File: config.mk
export PLATFORM = sky130hd
export DESIGN_NAME = addr8u_share_ctrl
export DESIGN_NICKNAME = d
export VERILOG_FILES = /design/src/rtl/addr8u_share_ctrl.sv
export SDC_FILE = /design/constraint.sdc
export NUM_CORES = 1
export LEC_CHECK = 0
export BUFFER_PORTS_ARGS = -buffer_cell sky130_fd_sc_hd__clkbuf_2
export CAP_MARGIN = 15
export CORE_UTILIZATION = 44
export CTS_CLUSTER_DIAMETER = 150
export DETAILED_ROUTE_END_ITERATION = 10
export PLACE_DENSITY_LB_ADDON = 0.25
export SLEW_MARGIN = 25
export SYNTH_ARGS = -nofsm -noshare
export SYNTH_HDL_FRONTEND = slang
export SYNTH_SLANG_ARGS = --single-unit
File: constraint.sdc
create_clock -name clk -period 2.8 [get_ports clk]
set_input_delay 0.42 -clock clk [delete_from_list [all_inputs] [get_ports clk]]
set_output_delay 0.42 -clock clk [all_outputs]
set_load 0.03 [all_outputs]
File: src/rtl/addr8u_share_ctrl.sv
// rtl/addr8u_share_ctrl.sv - round-robin sharing of one external 8-bit adder among four requesters
// Optional feature macro: ADDR8U_TEMPORAL_REDUNDANCY_EN (compute each sum twice with swapped
// operands, compare, and retry up to MAX_RETRY times before flagging rsp_err).
module addr8u_share_ctrl #(
  parameter int MAX_RETRY = 2
) (
  input  logic        clk,
  input  logic        rst,
  input  logic [3:0]  req_valid,
  input  logic [31:0] req_a,
  input  logic [31:0] req_b,
  output logic [3:0]  req_ready,
  output logic [7:0]  add_a,
  output logic [7:0]  add_b,
  input  logic [8:0]  add_sum,
  output logic        rsp_valid,
  input  logic        rsp_ready,
  output logic [1:0]  rsp_id,
  output logic [8:0]  rsp_sum,
  output logic        rsp_err,
  output logic        busy,
  output logic [7:0]  fault_cnt
);

  typedef enum logic [1:0] {IDLE, EXEC1, EXEC2, RESP} state_t;

  state_t     state;
  state_t     state_nx;
  logic [1:0] rr;
  logic [1:0] win;
  logic [1:0] idx;
  logic       found;
  logic       grant;
  logic [7:0] op_a;
  logic [7:0] op_b;
  logic [1:0] op_id;
  logic [8:0] held_sum;
  logic [1:0] held_id;
  logic       held_err;

  // The retry budget only has meaning when non-negative; nothing is built for other values
  if (MAX_RETRY < 0) begin : g_max_retry_negative
  end

`ifdef ADDR8U_TEMPORAL_REDUNDANCY_EN
  localparam int RETRY_W = (MAX_RETRY < 1) ? 1 : $clog2(MAX_RETRY + 1);

  logic [8:0]         r1;
  logic [RETRY_W-1:0] retry;
  logic [7:0]         fault_count;
  logic               mismatch;
  logic               retry_left;

  // The second result is compared as it arrives from the adder, so it needs no register
  assign mismatch   = (state == EXEC2) && (add_sum != r1);
  assign retry_left = int'(retry) < MAX_RETRY;
  assign fault_cnt  = fault_count;
`else
  assign fault_cnt  = 8'd0;
`endif

  // Round-robin search for the first valid requester starting at the rr pointer
  always_comb begin
    found = 1'b0;
    win   = rr;
    idx   = rr;
    for (int i = 0; i < 4; i++) begin
      idx = rr + 2'(i);
      if (!found && req_valid[idx]) begin
        found = 1'b1;
        win   = idx;
      end
    end
  end

  // A grant is only offered while idle and out of reset, so at most one is in flight
  assign grant     = (state == IDLE) && !rst && found;
  assign req_ready = grant ? (4'b0001 << win) : 4'b0000;

  assign busy      = (state != IDLE);
  assign rsp_valid = (state == RESP);
  assign rsp_sum   = held_sum;
  assign rsp_id    = held_id;
  assign rsp_err   = held_err;

  // Next-state and adder operand steering; operands rest at zero outside the execute states
  always_comb begin
    state_nx = state;
    add_a    = 8'd0;
    add_b    = 8'd0;
    case (state)
      IDLE: begin
        if (grant) state_nx = EXEC1;
      end
      EXEC1: begin
        add_a = op_a;
        add_b = op_b;
`ifdef ADDR8U_TEMPORAL_REDUNDANCY_EN
        state_nx = EXEC2;
`else
        state_nx = RESP;
`endif
      end
      EXEC2: begin
`ifdef ADDR8U_TEMPORAL_REDUNDANCY_EN
        add_a = op_b;
        add_b = op_a;
        if (!mismatch)       state_nx = RESP;
        else if (retry_left) state_nx = EXEC1;
        else                 state_nx = RESP;
`else
        state_nx = IDLE;
`endif
      end
      RESP: begin
        if (rsp_ready) state_nx = IDLE;
      end
      default: state_nx = IDLE;
    endcase
  end

  // State register; reset aborts whatever transaction is in flight
  always_ff @(posedge clk) begin
    if (rst) state <= IDLE;
    else     state <= state_nx;
  end

  // Operand capture, arbitration pointer and response holding registers
  always_ff @(posedge clk) begin
    if (rst) begin
      rr       <= 2'd0;
      op_a     <= 8'd0;
      op_b     <= 8'd0;
      op_id    <= 2'd0;
      held_sum <= 9'd0;
      held_id  <= 2'd0;
      held_err <= 1'b0;
`ifdef ADDR8U_TEMPORAL_REDUNDANCY_EN
      r1          <= 9'd0;
      retry       <= '0;
      fault_count <= 8'd0;
`endif
    end else begin
      if (grant) begin
        op_a  <= req_a[{win, 3'b000} +: 8];
        op_b  <= req_b[{win, 3'b000} +: 8];
        op_id <= win;
        rr    <= win + 2'd1;
`ifdef ADDR8U_TEMPORAL_REDUNDANCY_EN
        retry <= '0;
`endif
      end
`ifdef ADDR8U_TEMPORAL_REDUNDANCY_EN
      if (state == EXEC1) r1 <= add_sum;
      if (state == EXEC2) begin
        if (!mismatch) begin
          held_sum <= r1;
          held_id  <= op_id;
          held_err <= 1'b0;
        end else begin
          if (fault_count != 8'hFF) fault_count <= fault_count + 8'd1;
          if (retry_left) begin
            retry <= retry + RETRY_W'(1);
          end else begin
            held_sum <= r1;
            held_id  <= op_id;
            held_err <= 1'b1;
          end
        end
      end
`else
      if (state == EXEC1) begin
        held_sum <= add_sum;
        held_id  <= op_id;
        held_err <= 1'b0;
      end
`endif
    end
  end

endmodule

==> key figures, run 1 <==
Run status
  – Status: finished, final reports clean

Clocking
  – CTS tree: yes
  – Resized Gates After CTS: 0
  – Worst-Skew Late Latency: 270 ps
  – # H-tree levels: 2
  – Cts bufs inserted: 5
  – CTS sink count: 33
  – Worst-path clk slew: approximately 60 ps
  – CTS Hold Bufs: 0
  – Root Buffer: clkbuf_8
  – Longest Clk Path Bufs: 2
  – Post-CTS Setup Bufs: 0

Timing
  – Max Slew Vio Count: 0
  – Crit path time final: 2220 ps
  – Final number of setup-violating endpoints: 0
  – Pin slew with the least headroom to its limit: 621 ps
  – Fin crit share: 79.3%
  – Fin Setup TNS: 0 ps
  – Fmax: 0.450 GHz
  – Setup Skew: 2.45 ps
  – Slew headroom: ~60%
  – Hold Vio Cnt, Final: 0
  – RSZ-0062 raised after global routing: false
  – Final WS setup: 578 ps

Synthesis
  – Synth Area in XOR/XNOR: 0.476%
  – Register area share after synthesis: 35.9%
  – Ys Warns: 0
  – Synth Area in Adders: 0%
  – Yosys cell types: 33
  – Yosys reg bits: 33
  – Post-Syn Area: ~0.0018 mm2
  – Ys flop type: dfxtp_1
  – Post-synthesis mux area share: 17.4%
  – Post-synth EDFFs: 0
  – Post-Synthesis Cells: 214
  – Largest family of logic cells by synthesized area: simple AND/OR/NAND/NOR gates
  – Simple logic cell fraction of the synthesized area: 20.7%
  – Post-synthesis compound-gate area fraction: 15.5%
  – Post-synth ARST share: 0%
  – Syn avg cell area: approximately 8.6 um2

Cells and area
  – Most common cell after layout, fill and taps aside: clkbuf_2
  – Area grow syn2layout: 33.8%
  – # diodes: 0
  – FILL cells: 360
  – Most frequent cells in the layout: clkbuf_2, nand2_1, dfxtp_1
  – Fin util: approximately three fifths
  – Cell Count, Final, Fillers Out: about 380
  – Nets@finish: 405
  – Share of post-route cells with drive strength above 1: 40.0%

Critical path
  – CP startpoint kind: register
  – R2R cell count: 6
  – Delay-heaviest family, CP: simple AND/OR/NAND/NOR gates
  – Cell mode on critical path: nor2_1
  – Worst path depth: 6
  – Buffers plus inverters on the worst setup path: 1
  – WP data required: 2380 ps
  – Worst-path fanout max: 5
  – Setup crit end kind: output pin
  – WS Path Type: reg -> out
  – Worst r2r src: rr[1]$_SDFFE_PP0P_
  – Data arrival time of the worst path: 1800 ps
  – Worst path max stage delay: 340 ps
  – CP startpoint: state[1]$_SDFFE_PP0P_
  – Crit-path cells: or2_1, a21o_1, nor2_1, nand2b_1, nor2_1, clkbuf_2
  – Slowest-stage cell, CP: dfxtp_1

Die
  – Full die area: 0.00445 mm2
  – Starting density of the core: 46.0%
  – DIE WIDTH: 66.7 um
  – IO Count: 122
  – Core ar.: 0.00400 mm2
  – Row count: 23
  – Die Y: 66.7 um

GRT
  – GRT Total Usage: just over 20%
  – Initial antenna violation count: 0
  – First-pass GRT wire length: 6930 um
  – Vias in the first global route: 1590
  – Grt ovf: 0
  – Largest net degree at the start of global routing: 18

Power
  – Register share of total power: roughly 36%
  – Power share of the clock group: 20.4%
  – Maximum vdd drop: between 0.3 and 0.4 mV
  – Leakage Power: between 1 and 1.5 nW
  – PwrDens: 698 mW/mm2
  – Comb power frac: 43.2%
  – Overall Power: 0.00172 W
  – Sw Share: 38.3%
  – Total net switching power: 0.000658 W
  – Int Pwr: 0.00106 W

Drt
  – Via Count: about 1.8k
  – ANT nets after route: 0
  – WL per Instance: 11.6 um
  – Vias/cell: 4.81
  – Drt total wl: 4340 um
  – DRT iter0 DRCs: 82
  – DRT Pass-1 Iters: 4
  – Residual DRC count: 0

Placement
  – Placer Congestion: roughly 0.76
  – Placement Setup Slack: roughly 710 ps
  – IO buf count: ~110
  – Placed cells: 368
  – Final HPWL DP: around 3400 um

Worst hold path
  – Hold depth: 2
  – Hold path start: rsp_ready
  – Hold crit path type: in -> reg

Run
  – Max cap viols: 0
-- sequential cells by signal, indices dropped and copies added, names as in the netlist --
signal	flops
rsp_sum	9
op_a	8
op_b	8
op_id	2
rr	2
rsp_id	2
state	2
-- power by group through the flow --
stage               registers [W]  clock network, W  logic [W]
floorplan                0.000664                 0   0.000567
global placement         0.000633                 0   0.000744
detailed placement       0.000636                 0   0.000749
CTS                      0.000626          0.000359   0.000751
global route             0.000640          0.000388   0.000813
finish                   0.000625          0.000351   0.000744
-- logic make-up after synthesis --
group,Yosys count
mux,32
buf+inv,25
simple gates,82
compound gates,40
xor+xnor,1
flops,33
other cells,1
-- through the flow --
step / cell area, um2 / hold WS [ps]
after global placement: 2380 / 435
final: 2460 / 359
after floorplan: 1870 / 424
after global routing: 2460 / 350
after CTS: 2460 / 351
after detailed placement: 2380 / 438
-- cell type report --
cell class                 count  area, um2  area share [%]
clock buffer                   7       86.3            3.51
inverter                       3       11.3           0.457
multi-input combinational    164       1040            42.1
sequential                    33        661            26.8
tap                           50       62.6            2.54
timing repair buffer         118        606            24.6
-- cells in the mapped netlist, types with 2 or more instances --
| master | count | area, um2 |
|---|---|---|
| nand2_1 | 43 | 161 |
| dfxtp_1 | 33 | 661 |
| mux2i_1 | 32 | 320 |
| and2_1 | 17 | 106 |
| o221ai_1 | 16 | 140 |
| a21oi_1 | 15 | 75.1 |
| buf_4 | 10 | 75.1 |
| nor2_1 | 10 | 37.5 |
| clkbuf_1 | 4 | 15.0 |
| buf_2 | 3 | 15.0 |
| inv_1 | 3 | 11.3 |
| a211oi_1 | 2 | 15.0 |
| and2b_1 | 2 | 15.0 |
| buf_8 | 2 | 30.0 |
| nand2b_1 | 2 | 12.5 |
| nor2b_1 | 2 | 12.5 |
| o21ai_0 | 2 | 10.0 |
-- final timing paths --
kind / to / slack [ps]
worst max register to register: op_b[7]$_SDFFE_PP0P_ / 950
worst max-delay path: req_ready[0] / 580
worst min-delay path: state[1]$_SDFFE_PP0P_ / 360
worst min register to register: op_a[6]$_SDFFE_PP0P_ / 450
-- per-layer routing --
layer	track usage [%]	share of wire, %
met2	34.8	48
met5	0	0
met1	24.4	44
met3	7.71	7.3
met4	6.12	0.53
(Power assumes the default switching activity.)
==> inputs of run 2 (changes only) <==
- CORE_UTILIZATION: 44 -> 38
- clock period: 2.8 -> 1.98 ns (I/O delays scaled with it)
==> key figures, run 2 (same netlist as run 1, synthesis figures left out) <==
Placement
  – IO buf count: 112 (unchanged)
  – Final HPWL DP: 3560 um (+3.5%)
  – Placer Congestion: 0.868 (+14%)
  – Placement Setup Slack: 154 ps (-557 ps)
  – Placed cells: 377 (+2.4%)

Cells and area
  – Footprint of the multi-input gates: 0.00110 mm2 (+6.0%)
  – FF+latch area: 664 um2 (+0.57%)
  – Share of post-route cells with drive strength above 1: 48.3% (+8.3 points)
  – Nets@finish: 426 (+5.2%)
  – Most frequent cells in the layout: clkbuf_2, nand2_1, mux2i_1
  – # diodes: 0 (unchanged)
  – Cell Count, Final, Fillers Out: 398 (+6.1%)
  – Max FFs per register: 9 (unchanged)
  – Area grow syn2layout: 49.2%
  – Most common cell after layout, fill and taps aside: clkbuf_2
  – FILL cells: 402 (+12%)
  – Fin util: 61.0% (-0.59 points)

Die
  – DIE WIDTH: 71.6 um (+7.4%)
  – Row count: 24 (+4.3%)
  – IO Count: 122 (unchanged)
  – Die Y: 71.6 um (+7.4%)
  – Core ar.: 0.00450 mm2 (+13%)
  – Full die area: 0.00513 mm2 (+15%)
  – Starting density of the core: 40.9% (-5.2 points)

Drt
  – Drt total wl: 4870 um (+12%)
  – Via Count: 1940 (+7.5%)
  – DRT Pass-1 Iters: 4 (unchanged)
  – Vias/cell: 4.87 (+1.3%)
  – DRT iter0 DRCs: 49 (-40%)
  – ANT nets after route: 0 (unchanged)
  – Residual DRC count: 0 (unchanged)
  – WL per Instance: 12.2 um (+5.6%)

Worst hold path
  – Hold path start: rsp_ready
  – Hold EP: state[1]$_SDFFE_PP0P_
  – Hold crit path type: in -> reg
  – Hold depth: 2 (unchanged)

GRT
  – First-pass GRT wire length: 7820 um (+13%)
  – Vias in the first global route: 1798 (+13%)
  – GRT Total Usage: 19.5% (-1.3 points)
  – Largest net degree at the start of global routing: 28 (+10)
  – Initial antenna violation count: 0 (unchanged)
  – Grt ovf: 0 (unchanged)

Run
  – Max cap viols: 0 (unchanged)

Timing
  – Final WS setup: 63.9 ps (-514 ps)
  – Fin crit share: 96.8%
  – Slew headroom: 52.2% (-6.4 points)
  – Pin slew with the least headroom to its limit: 717 ps (+96.0 ps)
  – Max Slew Vio Count: 0 (unchanged)
  – Crit path time final: around 1900 ps
  – Hold Vio Cnt, Final: 0 (unchanged)
  – Final number of setup-violating endpoints: 0 (unchanged)
  – Fmax: about 0.52 GHz
  – Setup Skew: 3.60 ps (+1.14 ps)

Critical path
  – Reg2Reg Setup Slack: 170 ps (-780 ps)
  – Worst R2R End: op_b[5]$_SDFFE_PP0P_
  – WS Path Type: reg -> out
  – CP startpoint kind: register
  – R2R cell count: 8 (+2)
  – Worst-path fanout max: 5 (unchanged)
  – Worst r2r src: rr[1]$_SDFFE_PP0P_
  – WP data required: 1680 ps (-700 ps)
  – Setup crit end kind: output pin
  – Data arrival time of the worst path: 1620 ps (-180 ps)
  – CP startpoint: state[1]$_SDFFE_PP0P_

Clocking
  – # H-tree levels: 2 (unchanged)
  – Longest Clk Path Bufs: 2 (unchanged)
  – Worst-path clk slew: 60 ps (about the same)
  – CTS sink count: 33 (unchanged)
  – CTS tree: yes
  – Cts bufs inserted: 5 (unchanged)
  – Root Buffer: clkbuf_8
  – Worst-Skew Late Latency: 280 ps (about the same)

Power
  – Leakage Power: 1.38 nW (+10%)
  – Maximum vdd drop: 0.394 mV (+11%)
  – PwrDens: 998 mW/mm2 (+43%)

Run status
  – Status: finished, final reports clean
run 2: per-stage QoR:
step | hold WS, ps | instance area [um2] | setup TNS [ps] | power, W
after global placement | 435 | 2440 | 0 | 0.00203
after CTS | 208 | 2580 | 0 | 0.00259
after floorplan | 404 | 1870 | -439 | 0.00174
after global routing | 221 | 2750 | -12.6 | 0.00292
after detailed placement | 439 | 2440 | 0 | 0.00204
final | 207 | 2750 | 0 | 0.00274
run 2: worst max path at each step:
stage,cells after the start,to,slack [ps]
after floorplan,7,req_ready[0],-110
after global placement,7,req_ready[2],190
after detailed placement,7,req_ready[2],150
after CTS,7,req_ready[2],7
after global routing,6,req_ready[3],-10
final,6,req_ready[3],60
run 2: cell type report:
class	count	area share, %
Timing Repair Buffer	139	29.9
Inverter	3	0.410
Clock buffer	7	3.14
Multi-Input combinational cell	164	40.0
Sequential cell	33	24.2
Tap cell	52	2.37
run 2: metal layers:
metal  up-vias  share of wire, %  GRT usage, %
met1       860                43          21.5
met3         6               6.9          6.33
li1        990                 -             -
met5         -                 0             0
met2        84                49          35.0
met4         0               1.3          6.75
run 2: critical path: stages, from the launching register on:
cell and delay [ps]:
dfxtp_2 340, or2_4 240, a21o_1 200, nor2_4 160, nand2_2 100, nor2_2 130
clkbuf_8 170
run 2: timing repair:
action	4_1_cts	5_1_grt
pin swaps	1	6
resized for setup	11	22
endpoints found under the setup margin	4	4
setup buffers	1	12
hold buffers	0	0
cloned	0	1
run 2: power breakdown:
group	leakage (nW)	internal [W]	switching, W	total (W)
Sequential	0.272	0.000816	0.0000697	0.000885
Combinational	1.07	0.000620	0.000734	0.00135
Clock	0.0443	0.000275	0.000226	0.000501
Total	1.38	0.00171	0.00103	0.00274
==> inputs of run 3 (changes only) <==
==> constraint.sdc (replaced) <==
create_clock -name clk -period 1.98 [get_ports clk]
set_input_delay 0.396 -clock clk [delete_from_list [all_inputs] [get_ports clk]]
set_output_delay 0.396 -clock clk [all_outputs]
set_load 0.03 [all_outputs]
==> key figures, run 3 (same netlist as run 1, synthesis figures left out) <==
Clocking
  – Worst-Skew Late Latency: 280 ps (about the same)
  – # H-tree levels: 2 (unchanged)
  – Cts bufs inserted: 5 (unchanged)
  – Root Buffer: clkbuf_8
  – CTS tree: yes
  – Longest Clk Path Bufs: 2 (unchanged)
  – Worst-path clk slew: 60 ps (about the same)
  – CTS Hold Bufs: 0 (unchanged)
  – CTS sink count: 33 (unchanged)

GRT
  – M1 GR Usage: 22.7% (+1.2 points)
  – First-pass GRT wire length: 7950 um (+1.6%)
  – Largest net degree at the start of global routing: 28 (unchanged)
  – M2 GR Usage: 34.9% (-0.11 points)
  – Initial antenna violation count: 0 (unchanged)
  – Met3 Use GR: 4.78% (-1.5 points)
  – Busiest grt layer: met2
  – Grt ovf: 0 (unchanged)
  – Vias in the first global route: 1832 (+1.9%)
  – GRT Total Usage: 19.8% (+0.38 points)

Cells and area
  – Area grow syn2layout: 47.7%
  – Most common cell after layout, fill and taps aside: clkbuf_2
  – Footprint of the multi-input gates: 0.00109 mm2 (-1.0%)
  – Final Cell Area: 0.00272 mm2 (-1.0%)
  – FILL cells: 440 (+9.5%)
  – # diodes: 0 (unchanged)
  – Max FFs per register: 9 (unchanged)
  – Nets@finish: 423 (-0.70%)
  – Cell Count, Final, Fillers Out: 395 (-0.75%)
  – Most frequent cells in the layout: clkbuf_2, nand2_1, mux2i_1
  – Share of post-route cells with drive strength above 1: 46.6% (-1.6 points)
  – FF+latch area: 667 um2 (+0.38%)

Critical path
  – Worst R2R End: op_a[5]$_SDFFE_PP0P_
  – Worst path max stage delay: 330 ps (about the same)
  – Cell mode on critical path: nor2_4
  – WS Path Type: reg -> out
  – Setup crit end kind: output pin
  – WP data required: 1580 ps (-100 ps)
  – Worst r2r src: state[0]$_SDFFE_PP0P_
  – CP startpoint kind: register
  – Data arrival time of the worst path: 1600 ps (-20 ps)
  – R2R cell count: 8 (unchanged)
  – Crit-path cells: or2_1, a21o_1, nor2_4, nand2_4, nor2_4, buf_8
  – Reg2Reg Setup Slack: 200 ps (+30 ps)
  – Slowest-stage cell, CP: dfxtp_2
  – Worst-path fanout max: 4 (-1)

Placement
  – Placer Congestion: 0.738 (-15%)
  – Final HPWL DP: 3630 um (+1.8%)
  – Placement Cell Area: 0.00248 mm2 (+1.6%)
  – Placed cells: 381 (+1.1%)
  – IO buf count: 112 (unchanged)
  – Placement Setup Slack: -29.7 ps (-183 ps)

Drt
  – DRT iter0 DRCs: 42 (-14%)
  – Drt total wl: 4780 um (-1.7%)
  – Residual DRC count: 0 (unchanged)
  – DRT Pass-1 Iters: 4 (unchanged)
  – Vias/cell: 4.90 (+0.60%)
  – Via Count: 1937 (-0.15%)
  – WL per Instance: 12.1 um (-0.98%)
  – ANT nets after route: 0 (unchanged)

Timing
  – Max Slew Vio Count: 0 (unchanged)
  – RSZ-0062 raised after global routing: true
  – Setup Skew: 7.57 ps (+3.97 ps)
  – Fin crit share: 101% (+3.9 points)
  – Fin Setup TNS: -12.9 ps (-12.9 ps)
  – Slew headroom: 53.4% (+1.2 points)
  – Pin slew with the least headroom to its limit: 698 ps (-18.7 ps)
  – Final hold slack: 313 ps (+107 ps)
  – Final number of setup-violating endpoints: 1 (+1)
  – Crit path time final: 1990 ps (+76.8 ps)
  – Hold Vio Cnt, Final: 0 (unchanged)
  – Final WS setup: -12.9 ps (-76.8 ps)
  – Fmax: 0.502 GHz (-3.9%)

Worst hold path
  – Hold depth: 2 (unchanged)
  – Hold path start: rsp_ready
  – Hold crit path type: in -> reg
  – Hold EP: state[1]$_SDFFE_PP0P_

Run
  – Max cap viols: 0 (unchanged)

Power
  – Leakage Power: 1.37 nW (-1.1%)
  – Comb power frac: 47.7% (-1.7 points)
  – PwrDens: 993 mW/mm2 (-0.49%)
  – Register share of total power: 33.3% (+1.0 points)
  – Int Pwr: 0.00167 W (-2.3%)
  – Sw Share: 38.1% (+0.51 points)
  – Power share of the clock group: 19.0% (+0.7 points)
  – Total net switching power: 0.00103 W (-0.19%)
  – Maximum vdd drop: 0.473 mV (+20%)

Die
  – Full die area: 0.00513 mm2 (unchanged)
  – IO Count: 122 (unchanged)
  – Core ar.: 0.00450 mm2 (unchanged)
  – Row count: 24 (unchanged)
  – Starting density of the core: 40.9% (unchanged)
  – DIE WIDTH: 71.6 um (unchanged)
  – Die Y: 71.6 um (unchanged)

Run status
  – Violated checks: setup timing
  – Status: finished with violations
-- run 3: power groups by stage --
stage	Combinational, W	Sequential [W]	Clock, W
2_1_floorplan	0.000809	0.000939	0
3_3_place_gp	0.00117	0.000900	0
4_1_cts	0.00123	0.000895	0.000528
5_1_grt	0.00140	0.000919	0.000560
3_5_place_dp	0.00119	0.000903	0
6_report	0.00129	0.000898	0.000514
-- run 3: what timing repair did --
item	4_1_cts	5_1_grt
endpoints found under the setup margin	4	4
gates resized for setup	16	13
pin swaps	1	4
cloned	0	0
endpoints found under the hold margin	0	0
setup buffers	2	5
-- run 3: layout make-up --
cell class / count / area share [%]
well taps: 52 / 2.39
flip-flops and latches: 33 / 24.5
clock buffers: 6 / 3.04
clock inverters: 1 / 0.276
inverters: 3 / 0.414
multi-input cells: 164 / 40.0
repair buffers: 136 / 29.3
-- run 3: worst max-delay path by stage --
stage                                from           end  slack (ps)  cells after the start
finish              state[0]$_SDFFE_PP0P_  req_ready[3]         -10                      6
floorplan           state[0]$_SDFFE_PP0P_  req_ready[1]         -80                      6
detailed placement           req_valid[3]  req_ready[0]         -30                      7
global route        state[0]$_SDFFE_PP0P_  req_ready[3]         -80                      6
CTS                 state[0]$_SDFFE_PP0P_  req_ready[1]         -30                      6
global placement             req_valid[3]  req_ready[0]         -30                      7
-- run 3: critical path: cells and delay by family, from the launching register on --
kind,cells,cell delay (ps)
buffers and inverters,1,130
DFF,1,330
AOI/OAI and AO/OA,1,200
and+or+nand+nor,4,650
-- run 3: metrics by stage --
step                power (W)  utilization (%)
floorplan             0.00175                -
global placement      0.00207             55.1
detailed placement    0.00209             55.1
CTS                   0.00266             58.7
global route          0.00288             60.3
finish                0.00270             60.3
-- run 3: per-layer routing --
| metal | vias to the layer above | wire [um] |
|---|---|---|
| met5 | - | 0 |
| met4 | 0 | 95 |
| met3 | 8 | 331 |
| met2 | 85 | 2310 |
| met1 | 858 | 2050 |
| li1 | 986 | - |
